<file path="config.mk">
export PLATFORM = sky130hd
export DESIGN_NAME = ca_state_engine
export DESIGN_NICKNAME = d
export VERILOG_FILES = /design/src/rtl/ca_pkg.sv /design/src/rtl/ca_next_gen.sv /design/src/rtl/ca_state_engine.sv
export SDC_FILE = /design/constraint.sdc
export NUM_CORES = 1
export LEC_CHECK = 0
export ABC_AREA = 1
export ABC_CLOCK_PERIOD_IN_PS = 5050
export BUFFER_PORTS_ARGS = -buffer_cell sky130_fd_sc_hd__buf_2
export CELL_PAD_IN_SITES_DETAIL_PLACEMENT = 0
export CELL_PAD_IN_SITES_GLOBAL_PLACEMENT = 1
export CORE_MARGIN = 8
export CORE_UTILIZATION = 44
export DETAILED_ROUTE_END_ITERATION = 16
export PLACE_DENSITY_LB_ADDON = 0.1
export SLEW_MARGIN = 25
export SYNTH_ARGS = -nofsm -noshare
export SYNTH_HDL_FRONTEND = slang
export SYNTH_SLANG_ARGS = --single-unit
</file>
<file path="constraint.sdc">
create_clock -name clk -period 5.05 [get_ports clk]
set_input_delay 0.2525 -clock clk [delete_from_list [all_inputs] [get_ports clk]]
set_output_delay 0.2525 -clock clk [all_outputs]
set_load 0.05 [all_outputs]
</file>
<file path="src/rtl/ca_pkg.sv">
// Shared types and helpers for the cellular-automaton state engine.
package ca_pkg;

  localparam int GEN_W = 16;

  typedef enum logic {
    CA_IDLE = 1'b0,
    CA_RUN  = 1'b1
  } ca_fsm_e;

  // Wolfram rule table: neighbourhood {L,C,R} read MSB-first selects the output bit.
  function automatic logic rule_lookup(input logic [7:0] rule, input logic l,
                                       input logic c, input logic r);
    return rule[{l, c, r}];
  endfunction

endpackage

</file>
<file path="src/rtl/ca_next_gen.sv">
// Combinational one-generation step of a 1-D elementary CA.
// Boundary: CA_WRAP_EN defined -> toroidal, otherwise edge neighbours read as 0.
import ca_pkg::*;

module ca_next_gen #(
  parameter int CELLS = 64
) (
  input  logic [CELLS-1:0] state,
  input  logic [7:0]       rule,
  output logic [CELLS-1:0] next
);

  // ext[i+1] holds cell i; ext[CELLS+1] and ext[0] are the out-of-range neighbours.
  logic [CELLS+1:0] ext;

`ifdef CA_WRAP_EN
  assign ext = {state[0], state, state[CELLS-1]};
`else
  assign ext = {1'b0, state, 1'b0};
`endif

  for (genvar i = 0; i < CELLS; i++) begin : g_cell
    assign next[i] = rule_lookup(rule, ext[i+2], ext[i+1], ext[i]);
  end

endmodule

</file>
<file path="src/rtl/ca_state_engine.sv">
// CA state register with paged writes, LED page mirror and single-step/free-run stepping.
// Boundary mode selected by CA_WRAP_EN inside ca_next_gen.
import ca_pkg::*;

module ca_state_engine #(
  parameter int CELLS    = 64,
  parameter int PAGE_W   = 16,
  parameter int TICK_DIV = 1
) (
  input  logic                            clk,
  input  logic                            rst_n,
  input  logic [$clog2(CELLS/PAGE_W)-1:0] page_sel,
  input  logic                            load,
  input  logic [PAGE_W-1:0]               din,
  input  logic [7:0]                      rule,
  input  logic                            run,
  input  logic                            step,
  output logic [PAGE_W-1:0]               led,
  output logic [CELLS-1:0]                state,
  output logic [GEN_W-1:0]                gen_count,
  output logic                            frozen
);

  localparam int TW = (TICK_DIV > 1) ? $clog2(TICK_DIV) : 1;

  ca_fsm_e          fsm;
  logic [TW-1:0]    tick;
  logic             load_q, step_q;
  logic             wr, step_ev, tick_hit, gen;
  logic [CELLS-1:0] next, state_nxt;

  ca_next_gen #(.CELLS(CELLS)) u_next_gen (
    .state (state),
    .rule  (rule),
    .next  (next)
  );

  assign wr       = load & ~load_q;
  assign step_ev  = step & ~step_q & (fsm == CA_IDLE);
  assign tick_hit = (fsm == CA_RUN) && (tick == TW'(TICK_DIV - 1));
  // A write always wins over a generation landing on the same edge.
  assign gen      = ~wr & (step_ev | tick_hit);

  always_comb begin
    state_nxt = state;
    if (wr)
      state_nxt[page_sel*PAGE_W +: PAGE_W] = din;
    else if (gen)
      state_nxt = next;
  end

  always_ff @(posedge clk or negedge rst_n) begin
    if (!rst_n) begin
      fsm       <= CA_IDLE;
      tick      <= '0;
      load_q    <= 1'b0;
      step_q    <= 1'b0;
      state     <= '0;
      led       <= '0;
      gen_count <= '0;
      frozen    <= 1'b0;
    end else begin
      load_q <= load;
      step_q <= step;
      state  <= state_nxt;
      led    <= state_nxt[page_sel*PAGE_W +: PAGE_W];

      if (wr) begin
        gen_count <= '0;
        frozen    <= 1'b0;
      end else if (gen) begin
        gen_count <= gen_count + GEN_W'(1);
        frozen    <= (next == state);
      end

      case (fsm)
        CA_IDLE: if (run)  fsm <= CA_RUN;
        CA_RUN:  if (!run) fsm <= CA_IDLE;
        default: fsm <= CA_IDLE;
      endcase

      // Counter only advances while staying in RUN; any exit, write or fire restarts it.
      if (fsm == CA_RUN && run && !wr && !tick_hit)
        tick <= tick + TW'(1);
      else
        tick <= '0;
    end
  end

endmodule

</file>
==> results of run 1 <==
==> worst reg2reg max path, delay by kind of cell (launching register included) <==
family | cells | cell delay (ns)
simple gates | 3 | 1.33
buf+inv | 2 | 1.21
compound gates | 3 | 0.56
flops | 1 | 0.40
==> cell families after synthesis <==
group / share of synthesized area
simple gates: 0.5260
buf+inv: 0.1131
compound gates: 0.1071
flops: 0.2461
fa+ha+maj: 0.007311
other cells: 0.0003652
==> cell usage in the layout, fill, tap and decap left out, drive strengths merged <==
| master | n |
|---|---|
| o211ai | 10 |
| ha | 6 |
| clkinvlp | 2 |
| a21oi | 57 |
| a22o | 1 |
| dlygate4sd3 | 3 |
| o2111ai | 3 |
| o32ai | 8 |
| a31oi | 1 |
| o221a | 1 |
| nand3 | 451 |
| nand4 | 4 |
| inv | 117 |
| nor4 | 2 |
| nor2 | 119 |
| o221ai | 24 |
| buf | 140 |
| nand2 | 685 |
| clkinv | 32 |
| dfrtp | 101 |
| a221oi | 1 |
| conb | 1 |
| o22ai | 30 |
| nand3b | 7 |
| clkbuf | 11 |
| o21ai | 39 |
| a22oi | 2 |
| nor3 | 3 |
==> flip-flops by register name (all words and copies together), names as in the netlist <==
register   cells
frozen         1
fsm            1
state         64
load_q         1
step_q         1
gen_count     16
tick           1
led           16
==> layer usage <==
metal / vias up / track usage
li1: 6101 / -
met1: 6232 / 0.4959
met5: - / 0
met3: 93 / 0.07058
met4: 0 / 0.1366
met2: 894 / 0.4996
==> power by group through the flow <==
stage                     Clock, mW  Combinational, mW  Sequential [mW]
after floorplan                   0               3.67             2.42
after global routing          0.745               6.65             2.03
after detailed placement          0               5.99             1.95
after CTS                     0.708               6.01             1.94
after global placement            0               5.98             1.97
final                         0.712               6.16             2.00
==> cell type report <==
type                       count  area share
clock buffer                  11     0.02275
clock inverter                 5    0.003041
inverter                     146     0.04933
multi-input combinational   1455      0.5925
sequential                   101      0.2275
tap                          319     0.03593
timing repair buffer         143     0.06893
==> stage by stage <==
step	total power, mW	setup slack [ns]	cells
4_1_cts	8.658	1.571	2178
3_3_place_gp	7.943	1.572	2161
3_5_place_dp	7.936	1.594	2161
6_report	8.866	1.300	2180
5_1_grt	9.424	1.212	2180
2_1_floorplan	6.085	2.982	1814
==> worst max path at each step <==
stage                     startpoint                end  slack (ns)  cells after the start
floorplan                page_sel[1]   led[1]$_DFF_PN0_        2.98                     10
global placement    load_q$_DFF_PN0_  led[13]$_DFF_PN0_        1.57                      8
detailed placement  load_q$_DFF_PN0_  led[13]$_DFF_PN0_        1.59                      8
CTS                 load_q$_DFF_PN0_  led[13]$_DFF_PN0_        1.57                      8
global route                    load  led[13]$_DFF_PN0_        1.21                     11
finish                          load  led[13]$_DFF_PN0_        1.30                     11
==> impl_metrics.yaml, run 1 <==
outcome:
  status: "complete, no violations"
global_routing:
  grt_max_degree: 64
  grtUsageTotal: 0.3466
  grt_overflow: 0
  grt_pass1_vias: 11710
  grt_pass1_wl_um: 75480
  antenna_found_initial: 0
synth:
  yosys_warnings: 0
  syn_nets: 1851
  synth_cells: 1814
  yosysTopAreaCell: "nand2_1"
  synth_seq_cells: 101
  async_flop_share: 1.000
  ys.flop_type: "dfrtp_1"
  avgSynthCellArea_um2: 5.661
  yosys-top-cells-count: "nand2_1 (684), nand3_1 (451), nor2_1 (118)"
  ys_types: 34
  ys_top_cells_by_area: "nand2_1 (25%), dfrtp_1 (25%), nand3_1 (22%), nor2_1 (4.3%), inv_1 (3.9%)"
  yosys.cell_count.top_type: "nand2_1"
  synth_top_area_frac: 0.2500
  synth.cell_area_um2: 10270
  synth_edf_count: 0
  yosysSeqAreaShare: 0.2461
sta:
  worst_pin_slew_ns: 0.9311
  hold_violations: 0
  skew_ns: 0.008261
  drv_slew: 0
  finalSetupViolCount: 0
  period_minus_slack_ns: 3.750
  relSlewSlack: 0.3792
  fmax_mhz: 266.7
  whs_ns: 0.01350
  fin_crit_sh: 0.7425
  fin_setup_tns_ns: 0
  rsz0062_at_grt: "false"
critical_path:
  cp_data_required_time_ns: 5.29
  critical-path-top-delay-family: "buffers and inverters"
  worst_path_most_repeated_cell: "inv_1"
  worstPathBufferInverterCount: 5
  reg2reg_to: "led[13]$_DFF_PN0_"
  slowest_stage: "clkinv_1"
  slowest_delay_ns: 0.66
  worstPathCellList: "dlygate4sd3_1 > buf_2 > inv_1 > nor2_4 > inv_1 > nand2_2 > clkinv_1 > nand3_1 > o2111ai_1 > o21ai_0 > o22ai_1"
  r2r_setup_slack_ns: 1.44
  r2r_start: "load_q$_DFF_PN0_"
  setup.worst_path.class: "primary input to register"
  critPathLaunchType: "primary input"
  cp-end-kind: "register"
  path_max_fanout: 21
  arrival_ns: 3.99
  worstRegToRegCells: 8
clock_network:
  cts_inserted_buffers: 9
  cts_tree: "yes"
  post_cts_buffers: 0
  clockBufferDepth: 2
  cts-resized-gates: 0
  postCtsHoldBufs: 1
  h-tree-depth: 3
  clk_latency_ns: 0.36
  path_clk_slew_ns: 0.08
  clock_sinks: 101
  root_buffer: "clkbuf_16"
finish:
  antenna_cells: 0
  final_util: 0.4790
  nets: 1893
  area_growth_pct: 8.188
  final.fill_count: 2555
  postLayoutCellArea_um2: 11110
  ff_latch_area_um2: 2527
  drive_above_1_share: 0.09189
  multi_input_area_um2: 6583
drt:
  wl_per_cell_um: 23.18
  ant_nets: 0
  vias_per_cell: 6.110
  wl_met2_um: 21440
  remaining_drc_errors: 0
  drt-pass1-iter-count: 8
  drt_iter0_markers: 2274
  vias: 13320
  highest_layer: "met4"
  wirelength_um: 50540
  dr_wl_met3_um: 6060
  met1_length_um: 21210
placement:
  placed_area_um2: 10790
  place_congestion: 1.000
  port_buffers: 127
  hpwl_um: 37440
job:
  maxCapViolCount: 0
power_and_ir_drop:
  powerDensity_nw_per_um2: 798.1
  p_seq_frac: 0.225
  power_frac_comb: 0.694
  static-leakage-power_nw: 5.743
  p_switching_mw: 5.793
  clock_power_share: 0.080
  p_sw_frac: 0.6535
  ir_drop_mv: 0.3927
  p_int_mw: 3.072
min_path:
  worstHoldPathType: "primary input to async pin"
die:
  initial_core_util: 0.4428
  die_h_um: 168.8
  std_cell_rows: 56
  dieArea_um2: 28480
  num_io_pins: 128
  core_um2: 23190
  dieWidth_um: 168.8
Note: power is estimated with default switching activity, not from simulation.
==> inputs of run 2 (changes only) <==
--- a/config.mk
+++ b/config.mk
@@ -6,12 +6,12 @@
 export NUM_CORES = 1
 export LEC_CHECK = 0
 export ABC_AREA = 1
-export ABC_CLOCK_PERIOD_IN_PS = 5050
+export ABC_CLOCK_PERIOD_IN_PS = 3800
 export BUFFER_PORTS_ARGS = -buffer_cell sky130_fd_sc_hd__buf_2
 export CELL_PAD_IN_SITES_DETAIL_PLACEMENT = 0
 export CELL_PAD_IN_SITES_GLOBAL_PLACEMENT = 1
 export CORE_MARGIN = 8
-export CORE_UTILIZATION = 44
+export CORE_UTILIZATION = 41
 export DETAILED_ROUTE_END_ITERATION = 16
 export PLACE_DENSITY_LB_ADDON = 0.1
 export SLEW_MARGIN = 25
==> constraint.sdc (replaced) <==
create_clock -name clk -period 3.8 [get_ports clk]
set_input_delay 0.19 -clock clk [delete_from_list [all_inputs] [get_ports clk]]
set_output_delay 0.19 -clock clk [all_outputs]
set_load 0.05 [all_outputs]
==> run 2 against run 1 <==
- global-route usage down 2.1 points
- cell area is 1.6% higher
- register-to-register slack got worse by 0.58 ns
- power grew 32%
- via count about the same
- first-iteration DRC count shrank 13%
- non-clock buffer count increased by 17
- combinational power up 32%
- utilization down 2.6 points
- sequential power rose by 30%
- count of clock-buffer cells in the layout shrank 2
- sequential share of layout area is 0.36 points lower
- critical path type unchanged
- critical endpoint is now led[1]$_DFF_PN0_
==> impl_metrics.yaml, run 2 (synthesized netlist as in run 1, its figures left out) <==
drt:
  vias_per_cell: 6.031
  wirelength_um: 51040
  vias: 13320
  remaining_drc_errors: 0
  drt_iter0_markers: 1987
  wl_per_cell_um: 23.11
  drt-pass1-iter-count: 6
  ant_nets: 0
die:
  core_um2: 24890
  num_io_pins: 128
  dieWidth_um: 174.3
  dieArea_um2: 30360
  die_h_um: 174.3
  std_cell_rows: 58
  initial_core_util: 0.4125
global_routing:
  grtUsageMet3: 0.07616
  grt_max_degree: 49
  grt_pass1_vias: 11830
  gr-max-usage-layer: "met2"
  use_met1: 0.4620
  met2_usage: 0.4707
  antenna_found_initial: 1
  grt_pass1_wl_um: 76560
  grtUsageTotal: 0.3258
  grt_overflow: 0
sta:
  relSlewSlack: 0.4320
  rsz0062_at_grt: "false"
  period_minus_slack_ns: 3.109
  skew_ns: 0.02289
  drv_slew: 0
  hold_violations: 0
  fin_crit_sh: 0.8181
  finalSetupViolCount: 0
  worst_pin_slew_ns: 0.8463
  fmax_mhz: 321.7
  fin_setup_tns_ns: 0
  worst_slack_ns: 0.6913
power_and_ir_drop:
  clock_power_share: 0.082
  p_sw_frac: 0.6515
  power_frac_comb: 0.696
  static-leakage-power_nw: 5.837
  p_int_mw: 4.087
  p_seq_frac: 0.222
  powerDensity_nw_per_um2: 1039
  p_switching_mw: 7.640
  ir_drop_mv: 0.4262
clock_network:
  root_buffer: "clkbuf_16"
  path_clk_slew_ns: 0.08
  h-tree-depth: 3
  clk_latency_ns: 0.37
  cts_inserted_buffers: 9
  cts_tree: "yes"
  post_cts_buffers: 0
  clock_sinks: 101
  clockBufferDepth: 2
finish:
  reg_top3: "state (64), gen_count (16), led (16)"
  drive_above_1_share: 0.09957
  final_cell_mix: "nand2_1 (683), nand3_1 (451), buf_2 (126), nor2_1 (118), inv_1 (108)"
  final_common_cell: "nand2_1"
  nets: 1910
  largest-register: "state"
  area_growth_pct: 9.919
  antenna_cells: 0
  final.fill_count: 2762
  ff_latch_area_um2: 2527
  largest_register_ffs: 64
  multi_input_area_um2: 6583
job:
  maxCapViolCount: 0
min_path:
  min_delay_path_depth: 3
  worstHoldPathType: "primary input to register"
  hp-start: "din[0]"
  worst_hold_path.endpoint: "state[0]$_DFF_PN0_"
critical_path:
  cp-end-kind: "register"
  cp_data_required_time_ns: 4.06
  worstRegToRegCells: 10
  worstPathCellList: "dlygate4sd3_1 > buf_2 > inv_1 > nor2_4 > inv_1 > nand2_2 > buf_4 > nand2_1 > o22ai_1 > nor2_1 > o21ai_0 > a21oi_1 > a21oi_1"
  path_max_fanout: 20
  arrival_ns: 3.37
  reg2reg_to: "led[1]$_DFF_PN0_"
  slowest_delay_ns: 0.57
  r2r_start: "load_q$_DFF_PN0_"
  slowest_stage: "nand2_1"
  r2r_setup_slack_ns: 0.86
  setup.worst_path.class: "primary input to register"
  critPathLaunchType: "primary input"
placement:
  port_buffers: 127
  place_congestion: 1.020
  hpwl_um: 38170
  dp_slack_ns: 0.8949
outcome:
  status: "complete, no violations"
run 2: cell types whose count changed in the layout (fill, tap and decap cells not counted):
| cell | before | now |
|---|---|---|
| buf_12 | 0 | 3 |
| buf_4 | 14 | 27 |
| clkbuf_8 | 2 | 0 |
| clkinv_1 | 30 | 29 |
| clkinv_2 | 2 | 1 |
| clkinv_4 | 0 | 2 |
| dlygate4sd3_1 | 3 | 4 |
| inv_1 | 107 | 108 |
| inv_8 | 0 | 1 |
run 2: area by class of cell:
class	instances	area share
clock buffer	9	0.01995
clock inverter	7	0.005099
inverter	146	0.04855
multi-input combinational	1455	0.5832
sequential	101	0.2239
tap	330	0.03658
timing repair buffer	160	0.08270
run 2: layer usage:
| layer | wire length [µm] | up-vias | share of wire |
|---|---|---|---|
| met1 | 21560 | 6233 | 0.42 |
| met3 | 5932 | 120 | 0.12 |
| met5 | 13 | - | 0.00025 |
| met2 | 21490 | 815 | 0.42 |
| li1 | - | 6147 | - |
| met4 | 2034 | 2 | 0.040 |
run 2: worst max-delay path: cells and delay by family:
| family | cells | cell delay, ns |
|---|---|---|
| AO/OA/AOI/OAI | 4 | 0.52 |
| buffers and inverters | 5 | 1.45 |
| AND/OR/NAND/NOR | 4 | 1.17 |
run 2: power groups by stage:
| stage | combinational, mW | sequential [mW] | clock, mW |
|---|---|---|---|
| finish | 8.16 | 2.60 | 0.964 |
| global route | 8.86 | 2.67 | 0.996 |
| CTS | 8.02 | 2.55 | 0.954 |
| detailed placement | 8.00 | 2.56 | 0 |
| global placement | 7.99 | 2.57 | 0 |
| floorplan | 4.87 | 3.21 | 0 |
run 2: what timing repair did:
action,CTS,global route
hold endpoints to repair,44,0
hold buffers,4,0
resized for setup,0,0
run 2: per-stage QoR:
step / util / power, mW / hold WS, ns / cell area [µm²] / cells
floorplan: - / 8.087 / -0.1056 / 10270 / 1814
global placement: 0.4405 / 10.56 / 0.2565 / 10960 / 2188
detailed placement: 0.4405 / 10.55 / 0.2612 / 10960 / 2188
CTS: 0.4535 / 11.53 / 0.1493 / 11290 / 2208
global route: 0.4535 / 12.53 / 0.2008 / 11290 / 2208
finish: 0.4535 / 11.73 / 0.1403 / 11290 / 2208
run 2: how the worst max path moves through the flow:
stage,startpoint,endpoint,slack [ns],cells past startpoint
after floorplan,page_sel[1],led[1]$_DFF_PN0_,1.79,10
after global placement,page_sel[1],led[2]$_DFF_PN0_,0.86,12
after detailed placement,page_sel[1],led[2]$_DFF_PN0_,0.89,12
after CTS,load,led[2]$_DFF_PN0_,0.83,13
after global routing,load,led[1]$_DFF_PN0_,0.63,13
final,load,led[1]$_DFF_PN0_,0.69,13
==> inputs of run 3 (changes only) <==
--- a/config.mk
+++ b/config.mk
@@ -6,12 +6,12 @@
 export NUM_CORES = 1
 export LEC_CHECK = 0
 export ABC_AREA = 1
-export ABC_CLOCK_PERIOD_IN_PS = 3800
+export ABC_CLOCK_PERIOD_IN_PS = 2800
 export BUFFER_PORTS_ARGS = -buffer_cell sky130_fd_sc_hd__buf_2
 export CELL_PAD_IN_SITES_DETAIL_PLACEMENT = 0
 export CELL_PAD_IN_SITES_GLOBAL_PLACEMENT = 1
 export CORE_MARGIN = 8
-export CORE_UTILIZATION = 41
+export CORE_UTILIZATION = 37
 export DETAILED_ROUTE_END_ITERATION = 16
 export PLACE_DENSITY_LB_ADDON = 0.1
 export SLEW_MARGIN = 25
==> constraint.sdc (replaced) <==
create_clock -name clk -period 2.8 [get_ports clk]
set_input_delay 0.14 -clock clk [delete_from_list [all_inputs] [get_ports clk]]
set_output_delay 0.14 -clock clk [all_outputs]
set_load 0.05 [all_outputs]
==> run 3 against run 2 <==
- global-route usage decreased by 1.6 points
- clock power increased by 46%
- first-iteration DRC count decreased by 12%
- clock skew decreased by 0.0087 ns
- sequential power increased by 28%
- sequential share of layout area decreased by 0.92 points
- worst hold slack got worse by 0.022 ns
- routed wire length increased by 2.6%
- register-to-register slack got worse by 0.51 ns
- count of clock-buffer cells in the layout increased by 2
- critical path type unchanged
- critical endpoint is now frozen$_DFFE_PN0P_
==> impl_metrics.yaml, run 3 (synthesized netlist as in run 1, its figures left out) <==
sta:
  fin_crit_sh: 0.8964
  fin_setup_tns_ns: 0
  whs_ns: 0.1183
  period_minus_slack_ns: 2.510
  drv_slew: 0
  skew_ns: 0.01417
  finalSetupViolCount: 0
  fmax_mhz: 398.4
  hold_violations: 0
  rsz0062_at_grt: "false"
  relSlewSlack: 0.4520
  worst_slack_ns: 0.2901
  worst_pin_slew_ns: 0.8165
finish:
  area_growth_pct: 14.61
  nets: 1953
  postLayoutCellArea_um2: 11770
  final.fill_count: 3085
  fin_cells: 2299
  final_common_cell: "nand2_1"
  drive_above_1_share: 0.1197
  final_cell_mix: "nand2_1 (683), nand3_1 (451), buf_2 (126), nor2_1 (118), inv_1 (108)"
  largest-register: "state"
  final_util: 0.4271
  antenna_cells: 0
  largest_register_ffs: 64
  reg_top3: "state (64), gen_count (16), led (16)"
drt:
  vias: 13370
  vias_per_cell: 5.816
  drt-pass1-iter-count: 7
  wl_per_cell_um: 22.77
  remaining_drc_errors: 0
  ant_nets: 0
  wirelength_um: 52350
  drt_iter0_markers: 1750
clock_network:
  cts_tree: "yes"
  clock_sinks: 101
  root_buffer: "clkbuf_16"
  clockBufferDepth: 2
  clk_latency_ns: 0.37
  h-tree-depth: 3
  path_clk_slew_ns: 0.08
  cts_inserted_buffers: 9
  cts-resized-gates: 0
min_path:
  worstHoldPathType: "primary input to register"
  hp-start: "din[0]"
  worst_hold_path.endpoint: "state[0]$_DFF_PN0_"
  min_delay_path_depth: 3
placement:
  port_buffers: 127
  place_congestion: 1.048
  dp_slack_ns: 0.4367
  hpwl_um: 40850
  placed_area_um2: 11410
  dp_cells: 2279
critical_path:
  cp_data_required_time_ns: 3.11
  slowest_stage: "dlygate4sd3_1"
  cp-end-kind: "register"
  r2r_start: "state[17]$_DFF_PN0_"
  worstRegToRegCells: 14
  slowest_delay_ns: 0.53
  critPathLaunchType: "primary input"
  arrival_ns: 2.82
  r2r_setup_slack_ns: 0.35
  worstPathCellList: "dlygate4sd3_1 > buf_2 > inv_1 > nor2_4 > inv_1 > buf_4 > nand3_1 > nor2_1 > nand3_1 > nor2_1 > nand2_1 > nor2_1 > nand2_1 > nor2_1 > nand2_1 > nand2_1"
  setup.worst_path.class: "primary input to register"
  reg2reg_to: "frozen$_DFFE_PN0P_"
  path_max_fanout: 7
power_and_ir_drop:
  ir_drop_mv: 0.5890
  report.power.total_mw: 16.34
  static-leakage-power_nw: 6.090
  powerDensity_nw_per_um2: 1388
global_routing:
  antenna_found_initial: 3
  grt_max_degree: 46
  grt_pass1_vias: 12280
  grt_pass1_wl_um: 79290
  grtUsageTotal: 0.3101
  grt_overflow: 0
die:
  die_h_um: 182.6
  num_io_pins: 128
  dieArea_um2: 33340
  std_cell_rows: 61
  dieWidth_um: 182.6
  initial_core_util: 0.3727
  core_um2: 27550
job:
  maxCapViolCount: 0
outcome:
  status: "complete, no violations"
-- run 3: changes by cell type in the layout (fill, tap and decap cells not counted), sizes merged --
cell,previous run,this run
buf,156,199
bufinv,0,1
clkbuf,9,11
clkinv,32,30
clkinvlp,2,1
-- run 3: area by class of cell --
type                            count  area, µm²  share of cell area
Tap cell                          378      473.0             0.04019
Clock inverter                      5      66.31            0.005635
Clock buffer                       11      252.7             0.02148
Timing Repair Buffer              203       1319              0.1121
Sequential cell                   101       2527              0.2148
Inverter                          146      548.0             0.04657
Multi-Input combinational cell   1455       6583              0.5593
-- run 3: layer usage --
| metal | global-route usage | routed length, µm |
|---|---|---|
| met1 | 0.4370 | 23070 |
| met2 | 0.4685 | 22580 |
| met3 | 0.04335 | 4565 |
| met4 | 0.1243 | 2123 |
| met5 | 0 | 13 |
-- run 3: power breakdown --
| group | switching, mW | internal, mW |
|---|---|---|
| Clock | 0.655 | 0.756 |
| Combinational | 8.50 | 3.08 |
| Sequential | 1.35 | 1.99 |
-- run 3: worst max-delay path, delay by kind of cell --
kind,cells,cell delay (ns)
buf+inv,5,1.13
simple gates,11,1.55
-- run 3: timing repair --
action / CTS / global route
buffers inserted: 0 / 0
hold buffers: 4 / 0
hold endpoints to repair: 38 / 0
-- run 3: how the worst max path moves through the flow --
stage | endpoint | start | slack, ns
floorplan | gen_count[12]$_DFFE_PN0P_ | gen_count[0]$_DFFE_PN0P_ | 0.82
global placement | frozen$_DFFE_PN0P_ | state[17]$_DFF_PN0_ | 0.42
global route | frozen$_DFFE_PN0P_ | state[17]$_DFF_PN0_ | 0.18
detailed placement | frozen$_DFFE_PN0P_ | state[17]$_DFF_PN0_ | 0.44
CTS | frozen$_DFFE_PN0P_ | load | 0.36
finish | frozen$_DFFE_PN0P_ | load | 0.29
